[src/rtl/gf2m_pkg.sv]
// rtl/gf2m_pkg.sv - shared types and defaults for the GF(2^m) reduction stage
package gf2m_pkg;

  // Default geometry for the supported curve: f(x) = x^127 + x + 1
  localparam int           DEF_PROD_W = 256;
  localparam int           DEF_M      = 127;
  localparam logic [126:0] DEF_POLY   = 127'h3;

  // Fold counter width; the counter saturates at its all-ones value
  localparam int           FOLD_CNT_W = 8;

  // Reduction controller states
  typedef enum logic [1:0] {
    ST_IDLE = 2'd0,
    ST_FOLD = 2'd1,
    ST_DONE = 2'd2
  } state_t;

endpackage

[src/rtl/gf2_const_fold.sv]
// rtl/gf2_const_fold.sv - one combinational fold of r modulo x^M + g(x)
module gf2_const_fold
  import gf2m_pkg::*;
#(
  parameter int         PROD_W = DEF_PROD_W,
  parameter int         M      = DEF_M,
  parameter logic [M-1:0] POLY = DEF_POLY
) (
  input  logic [PROD_W-1:0] r,
  output logic [PROD_W-1:0] r_fold
);

  // Part of r above degree M-1, right-aligned but kept at full width so the
  // shifted copies below truncate naturally at PROD_W bits.
  logic [PROD_W-1:0] hi_ext;
  logic [PROD_W-1:0] t;

  assign hi_ext = r >> M;

  // Replace x^M by g(x): XOR one shifted copy of hi per set bit of g
  always_comb begin
    t = '0;
    for (int i = 0; i < M; i++) begin
      if (POLY[i]) begin
        t = t ^ (hi_ext << i);
      end
    end
  end

  // Low M bits pass through, high part is replaced by its g(x) image
  assign r_fold = {{(PROD_W-M){1'b0}}, r[M-1:0]} ^ t;

endmodule

[src/rtl/gf2m_reduce_module.sv]
// rtl/gf2m_reduce_module.sv - iterative modular reduction of a carry-less product
module gf2m_reduce_module
  import gf2m_pkg::*;
#(
  parameter int           PROD_W = DEF_PROD_W,
  parameter int           M      = DEF_M,
  parameter logic [M-1:0] POLY   = DEF_POLY
) (
  input  logic                  clk,
  input  logic                  rst_n,
  input  logic                  prod_valid,
  input  logic [PROD_W-1:0]     prod_in,
  output logic                  ready,
  output logic                  Out_Busy,
  output logic [M-1:0]          red_out,
  output logic                  red_valid,
  output logic [FOLD_CNT_W-1:0] fold_cnt,
  output logic                  overrun
);

  state_t            state;
  state_t            state_nxt;
  logic [PROD_W-1:0] r;
  logic [PROD_W-1:0] r_fold;
  logic              reduced;
  logic              accept;
  logic              do_fold;
  logic              finish;

  gf2_const_fold #(
    .PROD_W (PROD_W),
    .M      (M),
    .POLY   (POLY)
  ) u_fold (
    .r      (r),
    .r_fold (r_fold)
  );

  // Nothing left above degree M-1 means r is already the field element
  assign reduced = ~|r[PROD_W-1:M];

  // State register
  always_ff @(posedge clk or negedge rst_n) begin
    if (!rst_n) begin
      state <= ST_IDLE;
    end else begin
      state <= state_nxt;
    end
  end

  // Next state, handshake outputs and datapath controls
  always_comb begin
    state_nxt = state;
    ready     = 1'b0;
    Out_Busy  = 1'b0;
    accept    = 1'b0;
    do_fold   = 1'b0;
    finish    = 1'b0;
    case (state)
      ST_IDLE: begin
        ready = 1'b1;
        if (prod_valid) begin
          accept    = 1'b1;
          state_nxt = ST_FOLD;
        end
      end
      ST_FOLD: begin
        Out_Busy = 1'b1;
        if (reduced) begin
          finish    = 1'b1;
          state_nxt = ST_DONE;
        end else begin
          do_fold = 1'b1;
        end
      end
      ST_DONE: begin
        // Accepting here keeps back-to-back operations bubble-free
        ready = 1'b1;
        if (prod_valid) begin
          accept    = 1'b1;
          state_nxt = ST_FOLD;
        end else begin
          state_nxt = ST_IDLE;
        end
      end
      default: begin
        state_nxt = ST_IDLE;
      end
    endcase
  end

  // Working register, result, fold counter and sticky overrun flag
  always_ff @(posedge clk or negedge rst_n) begin
    if (!rst_n) begin
      r         <= '0;
      red_out   <= '0;
      red_valid <= 1'b0;
      fold_cnt  <= '0;
      overrun   <= 1'b0;
    end else begin
      red_valid <= finish;
      if (accept) begin
        r        <= prod_in;
        fold_cnt <= '0;
      end else if (do_fold) begin
        r <= r_fold;
        if (fold_cnt != {FOLD_CNT_W{1'b1}}) begin
          fold_cnt <= fold_cnt + 1'b1;
        end
      end
      if (finish) begin
        red_out <= r[M-1:0];
      end
      // A strobe while busy is dropped; only the flag records it
      if (prod_valid && !ready) begin
        overrun <= 1'b1;
      end
    end
  end

endmodule

[config.mk]
export PLATFORM = sky130hd
export DESIGN_NAME = gf2m_reduce_module
export DESIGN_NICKNAME = d
export VERILOG_FILES = /design/src/rtl/gf2m_pkg.sv /design/src/rtl/gf2_const_fold.sv /design/src/rtl/gf2m_reduce_module.sv
export SDC_FILE = /design/constraint.sdc
export NUM_CORES = 1
export LEC_CHECK = 0
export ABC_AREA = 1
export BUFFER_PORTS_ARGS = -buffer_cell sky130_fd_sc_hd__buf_2
export CAP_MARGIN = 15
export CORE_MARGIN = 4
export CORE_UTILIZATION = 59
export CTS_BUF_LIST = sky130_fd_sc_hd__clkbuf_8
export DETAILED_ROUTE_END_ITERATION = 16
export PLACE_DENSITY = 0.83
export SLEW_MARGIN = 20
export SYNTH_ARGS = -nofsm -noshare
export SYNTH_HDL_FRONTEND = slang
export SYNTH_HIERARCHICAL = 1
export SYNTH_SLANG_ARGS = --single-unit
[constraint.sdc]
create_clock -name clk -period 2.2 [get_ports clk]
set_input_delay 0.66 -clock clk [delete_from_list [all_inputs] [get_ports clk]]
set_output_delay 0.66 -clock clk [all_outputs]
set_load 0.05 [all_outputs]
-- After elaboration in Yosys (flattened, before gate mapping)
Index checks and enable logic that the tools add are counted.
- register bits: 395
- memories kept: 0
- memory bits (read-only): 0
- memory bits (writable): 0
- bits of input ports: 259
- latch bits: 0
- output and inout port bits: 139
- shift-type cells: 0
- divide/modulo/power cells: 0
- equal/unequal tests: 5
- multipliers: 0
- order comparisons: 0
- reductions and logical operators: 9
- multiplexer cells: 17
- $add $sub $neg: 1
- bitwise operators: 2
- operator list (cell ; count):
    $mux 256 ; 2
    $xor 127x130->130 ; 1
    $xor 129x130->130 ; 1
    $reduce_or 129->1 ; 1
    $mux 8 ; 3
    $mux 1 ; 9
    $add 8x1->8 const B ; 1
    $ne 8x8->1 const B ; 1
    $pmux 2 s3 ; 1
    $mux 2 ; 2
    $ne 2x2->1 const B ; 2
    $reduce_and 2->1 ; 2
    $reduce_bool 2->1 ; 2
    $eq 2x1->1 const B ; 1
    $eq 2x2->1 const B ; 1
    $logic_not 2->1 ; 1
    $reduce_or 2->1 ; 1
    $logic_and 1x1->1 ; 1
    $logic_not 1->1 ; 1

-- Longest topological paths before layout
- word-level depth: 5
- depth in mapped cells: 13

-- Cells and area by module
The synthesis kept the hierarchy.
- by module, submodules not included (module ; times used ; cells each ; sequential area each (µm²) ; area each (µm²)):
    gf2m_reduce_module ; 1 ; 2515 ; 9884.5 ; 18574.1
    gf2_const_fold ; 1 ; 1140 ; 0.0 ; 4928.5

-- Worst setup path before layout
OpenSTA, ideal clock, no wires.
- path kind: register -> register
- from: register state[0]
- to: register r[147]
- stages on the path, launching flop included: 11
- path slack: -0.197 ns
- data arrival time: 2.331 ns
- cells stage by stage: dfrtp_1 > inv_1 > nor2_1 > inv_1 > o21bai_1 > buf_4 > nand2_4 > buf_2 > buf_2 > nand2_1 > nand2_1
- word-level cells in the longest chain between the ends: 4
- RTL lines (element ; RTL line ; text):
    start, declared ; gf2m_reduce_module.sv:21 ; state_t state;
    start signal, assigned ; gf2m_reduce_module.sv:47 ; state <= state_nxt;
    $eq 2x2->1 or $logic_not 2->1 (tied branches) ; gf2m_reduce_module.sv:59 ; case (state)
    $reduce_or 2->1 (no source line) ; - ;
    $mux 1 ; - ;
    $mux 256 or $reduce_bool 2->1 (tied branches) ; - ;
    end signal, assigned ; gf2m_reduce_module.sv:103 ; r <= prod_in;
    end signal, assigned ; gf2m_reduce_module.sv:106 ; r <= r_fold;
    end, declared ; gf2m_reduce_module.sv:23 ; logic [PROD_W-1:0] r;
Parallel ways exist; a longest one is shown, timed or not.
A chain may end at the register's enable or synchronous reset.

-- Final worst setup path
- from: register r[176]
- to: register r[145]
- word-level cells in the longest chain between the ends: 4
- RTL lines (element ; RTL line ; text):
    $reduce_or 129->1 ; gf2m_reduce_module.sv:40 ; assign reduced = ~|r[PROD_W-1:M];
    $mux 1 ; gf2m_reduce_module.sv:69 ; if (reduced) begin
    $mux 1 ; gf2m_reduce_module.sv:59 ;
    $reduce_bool 2->1 (no source line) ; - ;
No other way between the ends.

==> impl_metrics.tcl <==
set metrics [dict create \
    p_sw_uw 5570 \
    wl_per_cell_um 13.7 \
    drive_above_1_share_pct 17.1 \
    grt_usage_pct 27.4 \
    synth_common_cells "nand2_1, inv_1, dfrtp_1, nand3_1, o21ai_1" \
    outcome "finished, final reports clean" \
    dr.pass1.iters 6 \
    antenna_left 0 \
    ys_warn_count 6 \
    max_freq_mhz 458 \
    clk_latency_ps 620 \
    vias 23200 \
    ctsHtreeMaxLevel 3 \
    p_leak_uw 0.0176 \
    setup_viol 0 \
    critical-path-max-stage-delay_ps 410 \
    core_region_area_um2 39000 \
    yosys.area.top_type "dfrtp_1" \
    maxSlewViolCount 0 \
    vias_per_cell 4.94 \
    ir_drop_v 0.000639 \
    area_delta_synth_final_pct 20.9 \
    hold_depth 5 \
    reg2regPathDepth 14 \
    synthArstFlopShare_pct 100 \
    power_switching_share_pct 29.8 \
    cp.arrival_ps 2700 \
    r2r_end "r[145]$_DFFE_PN0P_" \
    cellInternalPower_uw 13100 \
    start_util_pct 60.3 \
    dpl.hpwl_um 43600 \
    synth_edf_count 0 \
    critical_path_class "reg -> reg" \
    cp.required_ps 2710 \
    clockBufferDepth 3 \
    p_comb_share_pct 18.3 \
    drc_errors 0 \
    clock-sinks 395 \
    finalHoldViolCount 0 \
    finalPower_uw 18700 \
    holdWs_ps 331 \
    grt_pass1_vias 20800 \
    first_iter_violations 1787 \
    cts_buffers 69 \
    synth-seq-cells 395 \
    cap_violations 0 \
    rsz0062_at_grt "yes" \
    gp_congestion 0.863 \
    period_needed_ps 2190 \
    grt_pass1_wl_um 99600 \
    synthesis.area_um2 23500 \
    seqPwrFrac_pct 45.7 \
    whs_endpoint "r[140]$_DFFE_PN0P_" \
    min_path_type "in -> reg" \
    clkTransAtPathRegs_ps 60 \
    finClkSkew_ps 28.9 \
    critical-path-top-delay-family "simple AND/OR/NAND/NOR gates" \
    grt-ovfl-total 0 \
    startpoint_type "register" \
    portBuffers 397 \
    grt_max_degree 91 \
    chipWidth_um 208 \
    cts_tree "yes" \
    finalCritPeriodShare_pct 99.3 \
    dieHeight_um 208 \
    yosysTopAreaCellShare_pct 42.1 \
    io_pins 398 \
    cp_max_fo 10 \
    synth_area_leaders "dfrtp_1, nand2_1, inv_1, nand3_1, buf_4" \
    ys_types 24 \
    path_buf_inv 4 \
    min_from "prod_in[140]" \
    diodes 0 \
    crit_slowest_cell "dfrtp_1" \
    ys.flop_type "dfrtp_1" \
    seq_area_frac_synth_pct 42.1 \
    clkPwrFrac_pct 36.0 \
    synth.most_common_cell "nand2_1" \
    power-per-cell-area_nw_per_um2 657 \
    die_area_um2 43100 \
    regToRegSetupSlack_ps 10 \
    cp_cell_sequence "nor2_1 -> nand3_1 -> nor2_2 -> nand2_2 -> nor2_4 -> nand2_4 -> o21bai_4 -> buf_12 -> buf_8 -> nand2_8 -> buf_12 -> clkbuf_16 -> nand2_1 -> nand2_1" \
    wl_um 64200 \
    timing.rr.start "r[176]$_DFFE_PN0P_" \
    rows 72 \
    synthCells 3655 \
    final_util_pct 72.9 \
    nets 4391 \
    grt_antenna_before_repair 5 \
    cts_root_buffer "clkbuf_8" \
    crit_path_end_kind "register" \
    syn_avg_cell_area_um2 6.43 \
]
sequential cells by signal, summed over array words and instances (netlist names):
| signal | count |
|---|---|
| red_valid | 1 |
| state | 2 |
| overrun | 1 |
| r | 256 |
| red_out | 127 |
| fold_cnt | 8 |
metrics by stage:
stage          cells  setup WS (ps)  cell area, µm²  setup TNS, ps
2_1_floorplan   3780           78.4           24000              0
3_3_place_gp    4511           5.25           26100              0
3_5_place_dp    4511          -68.2           26100          -7550
4_1_cts         4635           15.0           27500              0
5_1_grt         4698           -104           28400          -4460
6_report        4698           14.5           28400              0
timing repair:
action | in CTS | in global routing
resized for setup | 13 | 65
endpoints found under the setup margin | 339 | 389
setup buffers | 2 | 49
hold buffers | 1 | 0
pin swaps | 5 | 22
hold endpoints to repair | 28 | 0
cloned | 1 | 14
cells by family after synthesis:
logic type                 synth area share [%]
xor gates and xnor gates                  0.224
other                                    0.0160
and+or+nand+nor                            37.9
AOI/OAI and AO/OA                          5.98
DFF                                        42.1
adders and majority gates                0.0532
buffers and inverters                      13.7
worst reg2reg max path, cell delays in order, from the launching register on:
cell,delay (ps)
dfrtp_1,410
nor2_1,150
nand3_1,100
nor2_2,130
nand2_2,100
nor2_4,170
nand2_4,80
o21bai_4,170
buf_12,150
buf_8,110
nand2_8,70
buf_12,160
clkbuf_16,160
nand2_1,80
nand2_1,50
final cells by class:
| cell class | count | area, µm² |
|---|---|---|
| flip-flops and latches | 395 | 9900 |
| well taps | 518 | 648 |
| clock buffers | 85 | 1170 |
| repair buffers | 559 | 3890 |
| fillers | 3152 | 10600 |
| inverters | 408 | 1540 |
| clock inverters | 35 | 191 |
| multi-input cells | 2698 | 11100 |
how the worst max path moves through the flow:
| stage | startpoint | end | slack (ps) | cells past startpoint |
|---|---|---|---|---|
| CTS | r[150]$_DFFE_PN0P_ | fold_cnt[0]$_DFFE_PN0P_ | 10 | 12 |
| finish | r[176]$_DFFE_PN0P_ | r[145]$_DFFE_PN0P_ | 10 | 14 |
| detailed placement | r[150]$_DFFE_PN0P_ | r[24]$_DFFE_PN0P_ | -70 | 11 |
| floorplan | state[0]$_DFFE_PN0P_ | r[147]$_DFFE_PN0P_ | 80 | 10 |
| global route | r[176]$_DFFE_PN0P_ | r[139]$_DFFE_PN0P_ | -100 | 14 |
| global placement | r[154]$_DFFE_PN0P_ | r[223]$_DFFE_PN0P_ | 5 | 11 |
layer usage:
metal	global-route usage [%]	up-vias	part of all wire [%]
met2	43.5	787	46
met1	37.4	10500	43
met5	0	-	0.11
met3	5.64	152	7.3
li1	-	11800	-
met4	10.5	10	3.6
power groups by stage:
stage	clock network (µW)	logic (µW)	registers, µW
finish	6720	3420	8530
global route	7170	4030	8610
CTS	6830	3290	8520
detailed placement	0	3260	8630
global placement	0	3130	8600
floorplan	0	2510	8490
cells in the final DEF (no fill, tap or decap), drive strengths merged:
| cell | count |
|---|---|
| xor2 | 6 |
| nand2 | 1943 |
| buf | 548 |
| nand3 | 250 |
| nor2 | 82 |
| dfrtp | 395 |
| o21ai | 276 |
| clkbuf | 95 |
| nor3b | 1 |
| nor3 | 2 |
| bufinv | 2 |
| dlygate4sd3 | 1 |
| clkinv | 6 |
| a21oi | 2 |
| o21bai | 1 |
| a21o | 1 |
| and3 | 1 |
| ha | 1 |
| inv | 435 |
| conb | 126 |
| nand4 | 6 |
Note: power is estimated with default switching activity, not from simulation.
